### src/rtl/mips_pkg.sv
// mips_pkg: shared opcode constants, ALU command codes, branch command enum
// and default datapath widths for the decode stage.
package mips_pkg;

  localparam int unsigned DEF_DATA_W     = 32;
  localparam int unsigned DEF_REG_ADDR_W = 5;
  localparam int unsigned DEF_EXE_CMD_W  = 4;

  localparam logic [5:0] OP_NOP  = 6'd0;
  localparam logic [5:0] OP_ADD  = 6'd1;
  localparam logic [5:0] OP_ADDI = 6'd32;
  localparam logic [5:0] OP_LD   = 6'd36;
  localparam logic [5:0] OP_ST   = 6'd37;
  localparam logic [5:0] OP_BEZ  = 6'd40;
  localparam logic [5:0] OP_BNE  = 6'd41;
  localparam logic [5:0] OP_JMP  = 6'd42;

  // NOP must stay 0: an all-zero ID/EX register is a bubble.
  localparam logic [3:0] EXE_NOP = 4'd0;
  localparam logic [3:0] EXE_ADD = 4'd1;

  typedef enum logic [1:0] {
    BR_NONE = 2'd0,
    BR_BEZ  = 2'd1,
    BR_BNE  = 2'd2,
    BR_JMP  = 2'd3
  } br_cmd_t;

endpackage

### src/rtl/id_controller.sv
// id_controller: combinational opcode decoder producing the ALU command,
// memory/write-back enables, immediate select and branch command.
module id_controller import mips_pkg::*; #(
  parameter int unsigned EXE_CMD_W = DEF_EXE_CMD_W
) (
  input  logic [5:0]           opcode,
  output logic [EXE_CMD_W-1:0] exe_cmd,
  output logic                 wb_en,
  output logic                 mem_r_en,
  output logic                 mem_w_en,
  output logic                 is_imm,
  output logic                 st_or_bne,
  output br_cmd_t              br_cmd
);

  // Opcode to control table; unknown opcodes decode like NOP.
  always_comb begin
    exe_cmd   = EXE_CMD_W'(EXE_NOP);
    wb_en     = 1'b0;
    mem_r_en  = 1'b0;
    mem_w_en  = 1'b0;
    is_imm    = 1'b0;
    st_or_bne = 1'b0;
    br_cmd    = BR_NONE;
    case (opcode)
      OP_ADD: begin
        exe_cmd = EXE_CMD_W'(EXE_ADD);
        wb_en   = 1'b1;
      end
      OP_ADDI: begin
        exe_cmd = EXE_CMD_W'(EXE_ADD);
        wb_en   = 1'b1;
        is_imm  = 1'b1;
      end
      OP_LD: begin
        exe_cmd  = EXE_CMD_W'(EXE_ADD);
        wb_en    = 1'b1;
        mem_r_en = 1'b1;
        is_imm   = 1'b1;
      end
      OP_ST: begin
        exe_cmd   = EXE_CMD_W'(EXE_ADD);
        mem_w_en  = 1'b1;
        is_imm    = 1'b1;
        st_or_bne = 1'b1;
      end
      OP_BEZ: br_cmd = BR_BEZ;
      OP_BNE: begin
        br_cmd    = BR_BNE;
        st_or_bne = 1'b1;
      end
      OP_JMP: br_cmd = BR_JMP;
      default: ;
    endcase
  end

endmodule

### src/rtl/id_decode_pipe.sv
// id_decode_pipe: MIPS ID stage with register-file addressing, branch
// resolution, load-use hazard detection and the registered ID/EX stage.
// Optional macro ID_BR_HAZARD_EN: branches stall until their sources are
// no longer pending in ID/EX or the shadow stage one cycle later.
module id_decode_pipe import mips_pkg::*; #(
  parameter int unsigned DATA_W     = DEF_DATA_W,
  parameter int unsigned REG_ADDR_W = DEF_REG_ADDR_W,
  parameter int unsigned EXE_CMD_W  = DEF_EXE_CMD_W
) (
  input  logic                  clk,
  input  logic                  rst,
  input  logic                  if_valid,
  input  logic [31:0]           instruction,
  input  logic [DATA_W-1:0]     reg1,
  input  logic [DATA_W-1:0]     reg2,
  input  logic                  ex_stall,
  output logic [REG_ADDR_W-1:0] src1,
  output logic [REG_ADDR_W-1:0] src2_reg_file,
  output logic                  stall_out,
  output logic                  br_taken,
  output logic [DATA_W-1:0]     br_offset,
  output logic                  id_ex_valid,
  output logic                  id_ex_wb_en,
  output logic                  id_ex_mem_r_en,
  output logic                  id_ex_mem_w_en,
  output logic [EXE_CMD_W-1:0]  id_ex_exe_cmd,
  output logic [DATA_W-1:0]     id_ex_val1,
  output logic [DATA_W-1:0]     id_ex_val2,
  output logic [DATA_W-1:0]     id_ex_st_val,
  output logic [REG_ADDR_W-1:0] id_ex_dest,
  output logic [REG_ADDR_W-1:0] id_ex_src1,
  output logic [REG_ADDR_W-1:0] id_ex_src2
);

  logic [REG_ADDR_W-1:0] dest_f, src1_f, src2_f;
  logic [DATA_W-1:0]     imm_ext;
  logic [EXE_CMD_W-1:0]  exe_cmd;
  logic                  wb_en, mem_r_en, mem_w_en, is_imm, st_or_bne;
  br_cmd_t               br_cmd;
  logic                  alu_op, use_src1, use_src2;
  logic                  br_cond, load_use, br_hazard, issue;

  assign dest_f = REG_ADDR_W'(instruction[25:21]);
  assign src1_f = REG_ADDR_W'(instruction[20:16]);
  assign src2_f = REG_ADDR_W'(instruction[15:11]);

  assign imm_ext       = {{(DATA_W-16){instruction[15]}}, instruction[15:0]};
  assign br_offset     = imm_ext;
  assign src1          = src1_f;
  assign src2_reg_file = st_or_bne ? dest_f : src2_f;

  id_controller #(.EXE_CMD_W(EXE_CMD_W)) u_ctrl (
    .opcode    (instruction[31:26]),
    .exe_cmd   (exe_cmd),
    .wb_en     (wb_en),
    .mem_r_en  (mem_r_en),
    .mem_w_en  (mem_w_en),
    .is_imm    (is_imm),
    .st_or_bne (st_or_bne),
    .br_cmd    (br_cmd)
  );

  // Which register ports the current instruction actually reads.
  assign alu_op   = (exe_cmd != EXE_CMD_W'(EXE_NOP));
  assign use_src1 = alu_op | (br_cmd == BR_BEZ) | (br_cmd == BR_BNE);
  assign use_src2 = (alu_op & ~is_imm) | st_or_bne;

  // Branch condition on the raw register-file read data.
  always_comb begin
    br_cond = 1'b0;
    case (br_cmd)
      BR_BEZ:  br_cond = (reg1 == '0);
      BR_BNE:  br_cond = (reg1 != reg2);
      BR_JMP:  br_cond = 1'b1;
      default: br_cond = 1'b0;
    endcase
  end

  assign load_use = if_valid & id_ex_valid & id_ex_mem_r_en & (id_ex_dest != '0) &
                    ((use_src1 & (id_ex_dest == src1_f)) |
                     (use_src2 & (id_ex_dest == src2_reg_file)));

`ifdef ID_BR_HAZARD_EN
  logic [REG_ADDR_W-1:0] mem_dest;
  logic                  mem_wb;
  logic                  ex_wr, mem_wr;

  assign ex_wr  = id_ex_valid & id_ex_wb_en & (id_ex_dest != '0);
  assign mem_wr = mem_wb & (mem_dest != '0);

  assign br_hazard = if_valid & (
    (((br_cmd == BR_BEZ) | (br_cmd == BR_BNE)) &
      ((ex_wr & (id_ex_dest == src1_f)) | (mem_wr & (mem_dest == src1_f)))) |
    ((br_cmd == BR_BNE) &
      ((ex_wr & (id_ex_dest == src2_reg_file)) | (mem_wr & (mem_dest == src2_reg_file)))));

  // Shadow of ID/EX write-back info, one stage later; holds with the pipe.
  always_ff @(posedge clk) begin
    if (!rst) begin
      mem_dest <= '0;
      mem_wb   <= 1'b0;
    end else if (!ex_stall) begin
      mem_dest <= id_ex_dest;
      mem_wb   <= id_ex_valid & id_ex_wb_en;
    end
  end
`else
  assign br_hazard = 1'b0;
`endif

  assign stall_out = ex_stall | (if_valid & (load_use | br_hazard));
  assign br_taken  = if_valid & br_cond & ~stall_out;
  assign issue     = if_valid & ~load_use & ~br_hazard;

  // ID/EX register: reset and bubbles share the clear path; ex_stall holds.
  always_ff @(posedge clk) begin
    if (!rst || (!ex_stall && !issue)) begin
      id_ex_valid    <= 1'b0;
      id_ex_wb_en    <= 1'b0;
      id_ex_mem_r_en <= 1'b0;
      id_ex_mem_w_en <= 1'b0;
      id_ex_exe_cmd  <= '0;
      id_ex_val1     <= '0;
      id_ex_val2     <= '0;
      id_ex_st_val   <= '0;
      id_ex_dest     <= '0;
      id_ex_src1     <= '0;
      id_ex_src2     <= '0;
    end else if (!ex_stall) begin
      id_ex_valid    <= 1'b1;
      id_ex_wb_en    <= wb_en;
      id_ex_mem_r_en <= mem_r_en;
      id_ex_mem_w_en <= mem_w_en;
      id_ex_exe_cmd  <= exe_cmd;
      id_ex_val1     <= reg1;
      id_ex_val2     <= is_imm ? imm_ext : reg2;
      id_ex_st_val   <= reg2;
      id_ex_dest     <= dest_f;
      id_ex_src1     <= src1_f;
      id_ex_src2     <= is_imm ? '0 : src2_reg_file;
    end
  end

endmodule

### config.mk
export PLATFORM = sky130hd
export DESIGN_NAME = id_decode_pipe
export DESIGN_NICKNAME = d
export VERILOG_FILES = /design/src/rtl/mips_pkg.sv /design/src/rtl/id_controller.sv /design/src/rtl/id_decode_pipe.sv
export SDC_FILE = /design/constraint.sdc
export NUM_CORES = 1
export LEC_CHECK = 0
export ABC_AREA = 1
export CAP_MARGIN = 10
export CELL_PAD_IN_SITES_DETAIL_PLACEMENT = 0
export CELL_PAD_IN_SITES_GLOBAL_PLACEMENT = 1
export CORE_MARGIN = 5
export CORE_UTILIZATION = 26
export CTS_CLUSTER_SIZE = 28
export DETAILED_ROUTE_END_ITERATION = 7
export GPL_ROUTABILITY_DRIVEN = 1
export MAX_ROUTING_LAYER = met4
export PLACE_DENSITY = 0.74
export SKIP_CTS_REPAIR_TIMING = 1
export SYNTH_ARGS = -nofsm -noshare
export SYNTH_HDL_FRONTEND = slang
export SYNTH_SLANG_ARGS = --single-unit
### constraint.sdc
create_clock -name clk -period 1.7 [get_ports clk]
set_input_delay 0.17 -clock clk [delete_from_list [all_inputs] [get_ports clk]]
set_output_delay 0.17 -clock clk [all_outputs]
set_load 0.005 [all_outputs]
# Word level (Yosys, flattened, before mapping)
# Index checks and enable logic that the tools add are counted.
dict set report classes {
  eq_ne 13
  n_mux 11
  n_bitwise 19
  n_reduce_logical 12
}
# cell n
set ops {}
lappend ops {{== test 6 bit, second input constant} 6}
lappend ops {{logical NOT 32 bit} 1}
lappend ops {{2-to-1 mux 32 bit} 1}
lappend ops {{inequality test 32 bit} 1}
lappend ops {{AND 1 bit} 11}
lappend ops {{== test 5 bit} 2}
lappend ops {{2-to-1 mux 5 bit} 2}
lappend ops {{== test 6 x 1 -> 1 bit, second input constant} 1}
lappend ops {{2-to-1 mux 1 bit} 6}
lappend ops {{case mux 2 bit (3 select lines)} 1}
lappend ops {{OR reduction 3 bit} 2}
lappend ops {{bitwise OR 1 bit} 5}
lappend ops {{nonzero test 5 bit} 1}
lappend ops {{== test 2 bit, second input constant} 2}
lappend ops {{nonzero test 4 bit} 1}
lappend ops {{OR reduction 4 bit} 1}
lappend ops {{logical NOT 1 bit} 3}
lappend ops {{NOT 1 bit} 3}
lappend ops {{case mux 1 bit (3 select lines)} 1}
lappend ops {{== test 2 x 1 -> 1 bit, second input constant} 1}
lappend ops {{OR reduction 2 bit} 1}
lappend ops {{logical AND 1 bit} 1}
lappend ops {{logical OR 1 bit} 1}
dict set report word_totals {
  reg_bits 119
  in_bits 100
  out_inout_bits 163
  elab_cells 66
}

# Longest topological paths before layout
# Gate-level depths: netlist of run 1.
dict set report logic_depth {
  word_depth 14
  mapped_depth 18
}

# Modules after synthesis
# From an unflattened synthesis of run 1, not the netlist that was laid out.
dict set report hier_totals {
  hier_cells 782
  hier_area_um2 5799.3
}
# module instances cells_each area_each_um2 seq_area_each_um2
set by_module_without_submodules {}
lappend by_module_without_submodules {id_decode_pipe 1 752 5642.9 2382.3}
lappend by_module_without_submodules {id_controller 1 30 156.4 0.0}

# Worst setup path before layout of run 1
# OpenSTA, ideal clock, no wires.
dict set report synth_timing {
  path_type {input-to-reg}
  startpoint {input instruction[31]}
  endpoint {register id_ex_st_val[10]}
  setup_ps 119
  arrival_time_ps 1698
  t_required_ps 1581
  slack_ps -117
  path_stages 17
  path_cell_list {inv_1 > nor2_4 > nand3_4 > nand2_4 > nand2_1 > nand2_1 > nand2_1 > a21oi_1 > nand2_1 > nand2_1 > nand2_1 > nand2_1 > nand2_1 > nand2_4 > buf_8 > buf_12 > nor2_2}
}
dict set report synth_between {
  elab_cells_between_ends 33
  cone_classes {10 x eq/ne; 5 x mux; 11 x bitwise; 7 x reduce/logical}
}
# item line
set synth_rtl {}
lappend synth_rtl {{from (decl)} id_decode_pipe.sv:13} ;# input logic [31:0] instruction,
lappend synth_rtl {{== test 6 bit} id_controller.sv:25} ;# case (opcode)
lappend synth_rtl {{OR reduction 2 bit (no line) (*)} --}
lappend synth_rtl {{2-to-1 mux 1 bit (*)} id_controller.sv:25}
lappend synth_rtl {{2-to-1 mux 5 bit (*)} id_decode_pipe.sv:50} ;# assign src2_reg_file = st_or_bne ? dest_f : src2_f;
lappend synth_rtl {{named net src2_reg_file[3]} id_decode_pipe.sv:18} ;# output logic [REG_ADDR_W-1:0] src2_reg_file,
lappend synth_rtl {{== test 5 bit (*)} id_decode_pipe.sv:81} ;# (use_src2 & (id_ex_dest == src2_reg_file)));
lappend synth_rtl {{AND 1 bit (*)} id_decode_pipe.sv:81}
lappend synth_rtl {{bitwise OR 1 bit (*)} id_decode_pipe.sv:80} ;# ((use_src1 & (id_ex_dest == src1_f)) |
lappend synth_rtl {{AND 1 bit (*)} id_decode_pipe.sv:79} ;# assign load_use = if_valid & id_ex_valid & id_ex_mem_r_en & (id_ex_dest != '0) &
lappend synth_rtl {{NOT 1 bit (*)} id_decode_pipe.sv:113} ;# assign issue = if_valid & ~load_use & ~br_hazard;
lappend synth_rtl {{AND 1 bit (*)} id_decode_pipe.sv:113}
lappend synth_rtl {{logical NOT 1 bit (*)} id_decode_pipe.sv:117} ;# if (!rst || (!ex_stall && !issue)) begin
lappend synth_rtl {{logical AND 1 bit (*)} id_decode_pipe.sv:117}
lappend synth_rtl {{logical OR 1 bit (*)} id_decode_pipe.sv:117}
lappend synth_rtl {{to (signal assigned)} id_decode_pipe.sv:137} ;# id_ex_st_val <= reg2;
lappend synth_rtl {{to (decl)} id_decode_pipe.sv:29} ;# output logic [DATA_W-1:0] id_ex_st_val,
# Mark *: on every way through the listed nets, which the timed path passes. The rest lies on a longest branch.
# A chain may end at the register's enable or synchronous reset.

# Worst setup path in the final report of run 1
dict set report layout_timing {
  startpoint {input reg2[12]}
  endpoint {output br_taken}
}
dict set report layout_between {
  elab_chain_len 4
}
# item line
set layout_lines {}
lappend layout_lines {{from (decl)} id_decode_pipe.sv:15} ;# input logic [DATA_W-1:0] reg2,
lappend layout_lines {{inequality test 32 bit} id_decode_pipe.sv:73} ;# BR_BNE: br_cond = (reg1 != reg2);
lappend layout_lines {{case mux 1 bit (3 select lines)} id_decode_pipe.sv:71} ;# case (br_cmd)
lappend layout_lines {{AND 1 bit (2 in series)} id_decode_pipe.sv:112} ;# assign br_taken = if_valid & br_cond & ~stall_out;
lappend layout_lines {{to (decl)} id_decode_pipe.sv:20} ;# output logic br_taken,
# No other way between the ends.

==> summary.txt, run 1 <==
Core Region: 21020 sq um
FILL cells: 2067
TritonCTS clock tree: built
syn avg cell area: 8.063 sq um
post-DR vias/cell: 4.391
final hold viol count: 0
DRC viols: 0
Arr. time, crit path: 1.69 ns
crit path cell chain: clkdlybuf4s50_1 -> xor2_1 -> nor4_1 -> nand4_1 -> o21bai_1 -> nand2_2 -> nand2_2 -> nor2_2 -> buf_2
grt peak-use layer: met2
vias in the first global route: 5669
hold-critical path depth: 3
min cycle time layout: 1.860 ns
largest net degree at the start of global routing: 62
Slew Viols, Final: 0
Final Skew: 0.006767 ns
CTS Sinks: 116
Horiz. Die Dim: 156.2 microns
critical path endpoint category: output pin
Root Buffer: clkbuf_16
Final GP Congestion: 0.8175
Tcrit/Tclk final: 1.094
RSZ-0062 raised after global routing: true
Reg2Reg Setup Slack: -0.14 ns
clock transition at the registers of the reported paths: 0.06 ns
Worst path max stage delay: 0.47 ns
cts bufs inserted: 17
fin worst setup slack: -0.1603 ns
Yosys cell types: 37
Hold Crit Start: reg1[25]
grt met2 use: 0.2837
hpwl dp: 16.85 mm
area growth from synthesis to layout: 85.09%
YS warnings: 0
Starting Density: 0.2643
GRT overflow: 0
Layout Nets: 1129
RR Endpoint: id_ex_st_val[28]$_SDFFE_PP0N_
htree depth: 4
fmax: 0.5375 GHz
status: finished, violations left
Ports: 263
DR vias: 5796
register area: 2326 sq um
GR Layer Usage met3: 0.05825
sequential share of the synthesized area: 0.4180
final WL: 22.41 mm
Hold Path End: id_ex_val1[25]$_SDFFE_PP0N_
#FFs+latches synth: 116
failing checks: setup timing
All-Layer GR Usage: 0.1760
ANT nets after route: 0
asr flop ratio synth: 0
Worst setup SP type: input port
Synth Flop Type: dfxtp_1
Pleak: 4.892 nW
Required @ worst endpoint: 1.53 ns
Pwr Density: 825.2 nW/um^2
peak supply drop: 0.6283 mV
Detailed Route Iter0 Violations: 232
final setup fails: 118
dpl cell area: 9050 sq um
DRT Pass-1 Iters: 4
later-pin clock latency in the skew report: 0.41 ns
post-route cell area: 10280 sq um
max cap viols: 0
Syn Std Cell Area: 5555 sq um
floorplan die height: 156.2 microns
met1 Use GR: 0.2144
CTS Buffer Depth: 2
first-pass GRT wire length: 32.34 mm
worst reg2reg path depth: 11
Cells after Synth: 689
I/O Buffers: 259
share of cells above drive strength 1: 0.2514
area of the multi-input gates: 2845 sq um
crit-path max FO: 2
Worst Hold Class: input port to register
cell row count: 53
number of antenna violations at the first check in global routing: 3
Reg-to-Reg Start: id_ex_dest[0]$_SDFFE_PP0N_
die area: 24390 sq um
post-DR wirelength/cell: 16.98 microns
EDFF count, synth: 0
Worst path most repeated cell: nand2_2
slowest CP cell: clkdlybuf4s50_1
type of the worst setup path: input port to output pin
Setup TNS: -11.76 ns
critical path: cells and delay by family:
kind                   cells  cell delay, ns
AO/OA/AOI/OAI              1            0.20
XOR/XNOR                   1            0.17
buffers and inverters      2            0.59
AND/OR/NAND/NOR            5            0.56
registers in the layout, indices dropped and copies added (netlist names):
name,flops
id_ex_st_val,32
id_ex_val1,32
id_ex_val2,32
id_ex_dest,5
id_ex_src1,5
id_ex_src2,5
id_ex_exe_cmd,1
id_ex_mem_r_en,1
id_ex_mem_w_en,1
id_ex_valid,1
id_ex_wb_en,1
power by group:
part	total, mW	leakage, nW	internal [mW]	switching [mW]
clock	3.82	0.303	2.49	1.33
sequential	2.95	0.954	2.87	0.0801
combinational	1.71	3.63	0.969	0.744
total	8.49	4.89	6.33	2.16
per-layer routing:
layer  share of wire  wire, microns
met4           0.013            301
met2            0.48          10700
met5               0              0
met3           0.076           1704
met1            0.43           9706
logic make-up (layout without fill, tap and decap cells):
family	count (synthesis)	count (layout)	synth area share
AOI/OAI and AO/OA	98	98	0.1135
muxes	39	39	0.07027
and+or+nand+nor	279	280	0.2259
buffers and inverters	126	476	0.1243
xor gates and xnor gates	30	30	0.04730
other	1	6	0.0006750
DFF	116	116	0.4180
synth_stat cells, types with 2 or more instances:
| master | n | share of area |
|---|---|---|
| nand2_4 | 2 | 0.0041 |
| inv_1 | 48 | 0.032 |
| o2bb2ai_1 | 13 | 0.020 |
| nand3_1 | 23 | 0.021 |
| nand4_1 | 7 | 0.0079 |
| xor2_1 | 27 | 0.043 |
| buf_6 | 2 | 0.0041 |
| inv_2 | 2 | 0.0014 |
| mux2i_1 | 39 | 0.070 |
| nand2_1 | 82 | 0.055 |
| nor2_2 | 22 | 0.025 |
| o22ai_1 | 2 | 0.0023 |
| nor2_4 | 2 | 0.0041 |
| a21oi_1 | 12 | 0.011 |
| dfxtp_1 | 116 | 0.42 |
| buf_12 | 2 | 0.0072 |
| o21ai_0 | 44 | 0.040 |
| nand3_4 | 2 | 0.0063 |
| nor3_1 | 2 | 0.0018 |
| a22oi_1 | 5 | 0.0068 |
| xnor2_1 | 3 | 0.0047 |
| buf_2 | 7 | 0.0063 |
| nor2_1 | 120 | 0.081 |
| nor4_1 | 15 | 0.017 |
| buf_4 | 40 | 0.054 |
| a221oi_1 | 17 | 0.027 |
| clkbuf_1 | 23 | 0.016 |
metrics by stage:
| stage | hold slack, ns | power [mW] | util | setup WS (ns) | cells |
|---|---|---|---|---|---|
| after floorplan | 0.3293 | 3.619 | - | -0.1002 | 691 |
| after global placement | 0.4796 | 4.634 | 0.4305 | -1.074 | 1272 |
| after detailed placement | 0.4897 | 4.642 | 0.4305 | -1.078 | 1272 |
| after CTS | 0.2829 | 8.525 | 0.4602 | -1.101 | 1304 |
| after global routing | 0.1639 | 8.875 | 0.4891 | -0.2733 | 1320 |
| final | 0.1329 | 8.485 | 0.4891 | -0.1603 | 1320 |
worst max-delay path by stage:
stage                               start  depth (start not counted)                            end
after floorplan           instruction[31]                         17  id_ex_st_val[10]$_SDFFE_PP0N_
after global placement           reg1[27]                         10                       br_taken
after detailed placement         reg1[27]                         10                       br_taken
after CTS                        reg1[27]                         10                       br_taken
after global routing      instruction[31]                         15                       br_taken
final                            reg2[12]                          9                       br_taken
cell usage in the layout (no fill, tap or decap), drive strengths merged:
master | netlist | final
buf | 53 | 134
clkinv | 0 | 6
dlymetal6s2s | 0 | 67
mux2i | 39 | 39
o2bb2ai | 13 | 13
a22oi | 5 | 5
o21bai | 1 | 1
clkinvlp | 0 | 3
nand2 | 85 | 86
a211oi | 1 | 1
nor3 | 3 | 3
o21ai | 44 | 44
inv | 50 | 50
clkdlybuf4s50 | 0 | 181
nand4 | 7 | 7
nor2 | 144 | 144
dfxtp | 116 | 116
xnor2 | 3 | 3
clkbuf | 23 | 31
o21a | 1 | 1
o22ai | 2 | 2
bufinv | 0 | 4
conb | 1 | 3
a221oi | 17 | 17
o2111ai | 1 | 1
a31oi | 1 | 1
nor4 | 15 | 15
a21oi | 12 | 12
xor2 | 27 | 27
diode | 0 | 3
nand3 | 25 | 25
layout make-up:
type | instances | share of cell area
antenna | 3 | 0.0007301
clock buffer | 19 | 0.04308
clock inverter | 13 | 0.01764
inverter | 50 | 0.01935
multi-input combinational | 450 | 0.2767
sequential | 116 | 0.2262
tap | 275 | 0.03346
timing repair buffer | 394 | 0.3828
No activity file was read; power rests on OpenSTA's default activity.
==> inputs of run 2 (changes only) <==
- CORE_MARGIN: 5 -> 4
- REMOVE_ABC_BUFFERS: unset -> 1
==> run 2 against run 1 <==
Net effect: the flow still finishes with violations (setup timing); final cell count shrank 0.68%; sequential cell count stayed put; global-route usage grew 0.15 points; cell area barely moved; combinational power hardly changed.
==> summary.txt, run 2 (same netlist as run 1, synthesis figures left out) <==
status: finished, violations left (unchanged)
failing checks: setup timing (unchanged)
TritonCTS clock tree: built (unchanged)
Reg2Reg Setup Slack: -0.07 ns (was -0.14 ns)
GRT overflow: 0 (unchanged)
type of the worst setup path: input port to output pin (unchanged)
largest net degree at the start of global routing: 61 (was 62)
fmax: 0.5377 GHz (was 0.5375 GHz)
later-pin clock latency in the skew report: 0.42 ns (was 0.41 ns)
share of cells above drive strength 1: 0.2490 (was 0.2514)
grt met2 use: 0.2883 (was 0.2837)
final hold viol count: 0 (unchanged)
Core Region: 21020 sq um (unchanged)
Hold Crit Start: reg1[28] (was reg1[25])
Reg-to-Reg Start: id_ex_dest[0]$_SDFFE_PP0N_ (unchanged)
Final Util: 0.4887 (was 0.4891)
floorplan die height: 154.2 microns (was 156.2 microns)
Starting Density: 0.2643 (unchanged)
Final Hold Slack: 0.1177 ns (was 0.1329 ns)
max cap viols: 0 (unchanged)
Detailed Route Iter0 Violations: 184 (was 232)
Slew Viols, Final: 0 (unchanged)
Worst Setup SP: reg2[19] (was reg2[12])
RR Endpoint: id_ex_val1[30]$_SDFFE_PP0N_ (was id_ex_st_val[28]$_SDFFE_PP0N_)
first-pass GRT wire length: 32.02 mm (was 32.34 mm)
commonest non-fill, non-tap cell in the layout: clkdlybuf4s50_1 (unchanged)
RSZ-0062 raised after global routing: true (unchanged)
worst reg2reg path depth: 14 (was 11)
clock transition at the registers of the reported paths: 0.06 ns (about the same)
pre-CTS setup slack: -0.9593 ns (was -1.078 ns)
DRC viols: 0 (unchanged)
overall power: 8.367 mW (was 8.485 mW)
Layout Nets: 1119 (was 1129)
hpwl dp: 16.14 mm (was 16.85 mm)
CTS Buffer Depth: 2 (unchanged)
cell row count: 53 (unchanged)
peak supply drop: 0.6316 mV (was 0.6283 mV)
Largest regs: id_ex_st_val (32), id_ex_val1 (32), id_ex_val2 (32) (unchanged)
Tcrit/Tclk final: 1.094 (about the same)
final setup fails: 114 (was 118)
DR vias: 5835 (was 5796)
vias in the first global route: 5715 (was 5669)
area growth from synthesis to layout: 84.93% (was 85.09%)
Worst setup SP type: input port (unchanged)
Root Buffer: clkbuf_16 (unchanged)
I/O Buffers: 259 (unchanged)
All-Layer GR Usage: 0.1775 (was 0.1760)
number of antenna violations at the first check in global routing: 3 (unchanged)
Worst Hold Class: input port to register (unchanged)
DRT Pass-1 Iters: 6 (was 4)
hold-critical path depth: 3 (unchanged)
met1 Use GR: 0.2118 (was 0.2144)
GR Layer Usage met3: 0.06687 (was 0.05825)
final WL: 22.50 mm (was 22.41 mm)
post-DR wirelength/cell: 17.16 microns (was 16.98 microns)
critical path endpoint category: output pin (unchanged)
cts bufs inserted: 17 (unchanged)
Final Skew: 0.01432 ns (was 0.006767 ns)
Horiz. Die Dim: 154.2 microns (was 156.2 microns)
most frequent cells in the layout: clkdlybuf4s50_1 (183), nor2_1 (119), dfxtp_1 (113) (was clkdlybuf4s50_1 (181), nor2_1 (119), buf_4 (117))
Ports: 263 (unchanged)
ANT nets after route: 0 (unchanged)
die area: 23770 sq um (was 24390 sq um)
Pwr Density: 814.4 nW/um^2 (was 825.2 nW/um^2)
Arr. time, crit path: 1.69 ns (about the same)
Hold Path End: id_ex_val1[28]$_SDFFE_PP0N_ (was id_ex_val1[25]$_SDFFE_PP0N_)
Final GP Congestion: 0.8303 (was 0.8175)
CTS Sinks: 116 (unchanged)
Required @ worst endpoint: 1.53 ns (about the same)
Pleak: 4.824 nW (was 4.892 nW)
min cycle time layout: 1.860 ns (about the same)
Setup TNS: -6.286 ns (was -11.76 ns)
post-DR vias/cell: 4.451 (was 4.391)
htree depth: 4 (unchanged)
fin worst setup slack: -0.1597 ns (was -0.1603 ns)
crit-path max FO: 2 (unchanged)
grt peak-use layer: met2 (unchanged)
[run 2: cell types whose count changed in the layout (fill, tap and decap cells not counted), moves of 5 or more]
cell / previous run / this run
xor2_1: 20 / 15
xor2_2: 7 / 12
nand2_1: 68 / 76
dlymetal6s2s_1: 67 / 61
buf_4: 117 / 101
nand2_2: 15 / 7
[run 2: how the worst max path moves through the flow]
stage                                            end  slack [ns]  cells after the start
after floorplan           id_ex_dest[0]$_SDFFE_PP0N_       -0.59                     13
after global placement                      br_taken       -0.99                     10
after detailed placement                    br_taken       -0.96                     10
after CTS                                   br_taken       -0.98                     10
after global routing                        br_taken       -0.28                     16
final                                       br_taken       -0.16                      9
[run 2: layer usage]
metal | vias to the layer above | share of wire
met5 | - | 0
met3 | 16 | 0.074
li1 | 2918 | -
met4 | 0 | 0.013
met1 | 2712 | 0.43
met2 | 189 | 0.48
[run 2: metrics by stage]
stage               area, sq um  instances
finish                    10270       1311
global route              10270       1310
CTS                        9485       1288
detailed placement         8885       1256
global placement           8885       1256
floorplan                  5060        615
[run 2: area by class of cell]
class / instances / area [sq um]
clock buffers: 19 / 452.9
diodes: 4 / 10.01
flip-flops and latches: 116 / 2328
well taps: 275 / 344.1
multi-input cells: 450 / 2895
clock inverters: 13 / 147.6
repair buffers: 384 / 3905
fillers: 2044 / 10750
inverters: 50 / 190.2
[run 2: power by group]
part / switching [mW] / internal (mW)
combinational: 0.759 / 0.985
clock: 1.42 / 2.26
sequential: 0.0800 / 2.87
total: 2.26 / 6.11
[run 2: critical path, stage by stage]
cell and delay [ns]:
clkdlybuf4s50_1 0.43, xor2_1 0.20, nor4_1 0.18, nand4_1 0.15
o21bai_1 0.21, nand2_1 0.11, nand2_1 0.08, nor2_1 0.04
buf_2 0.12
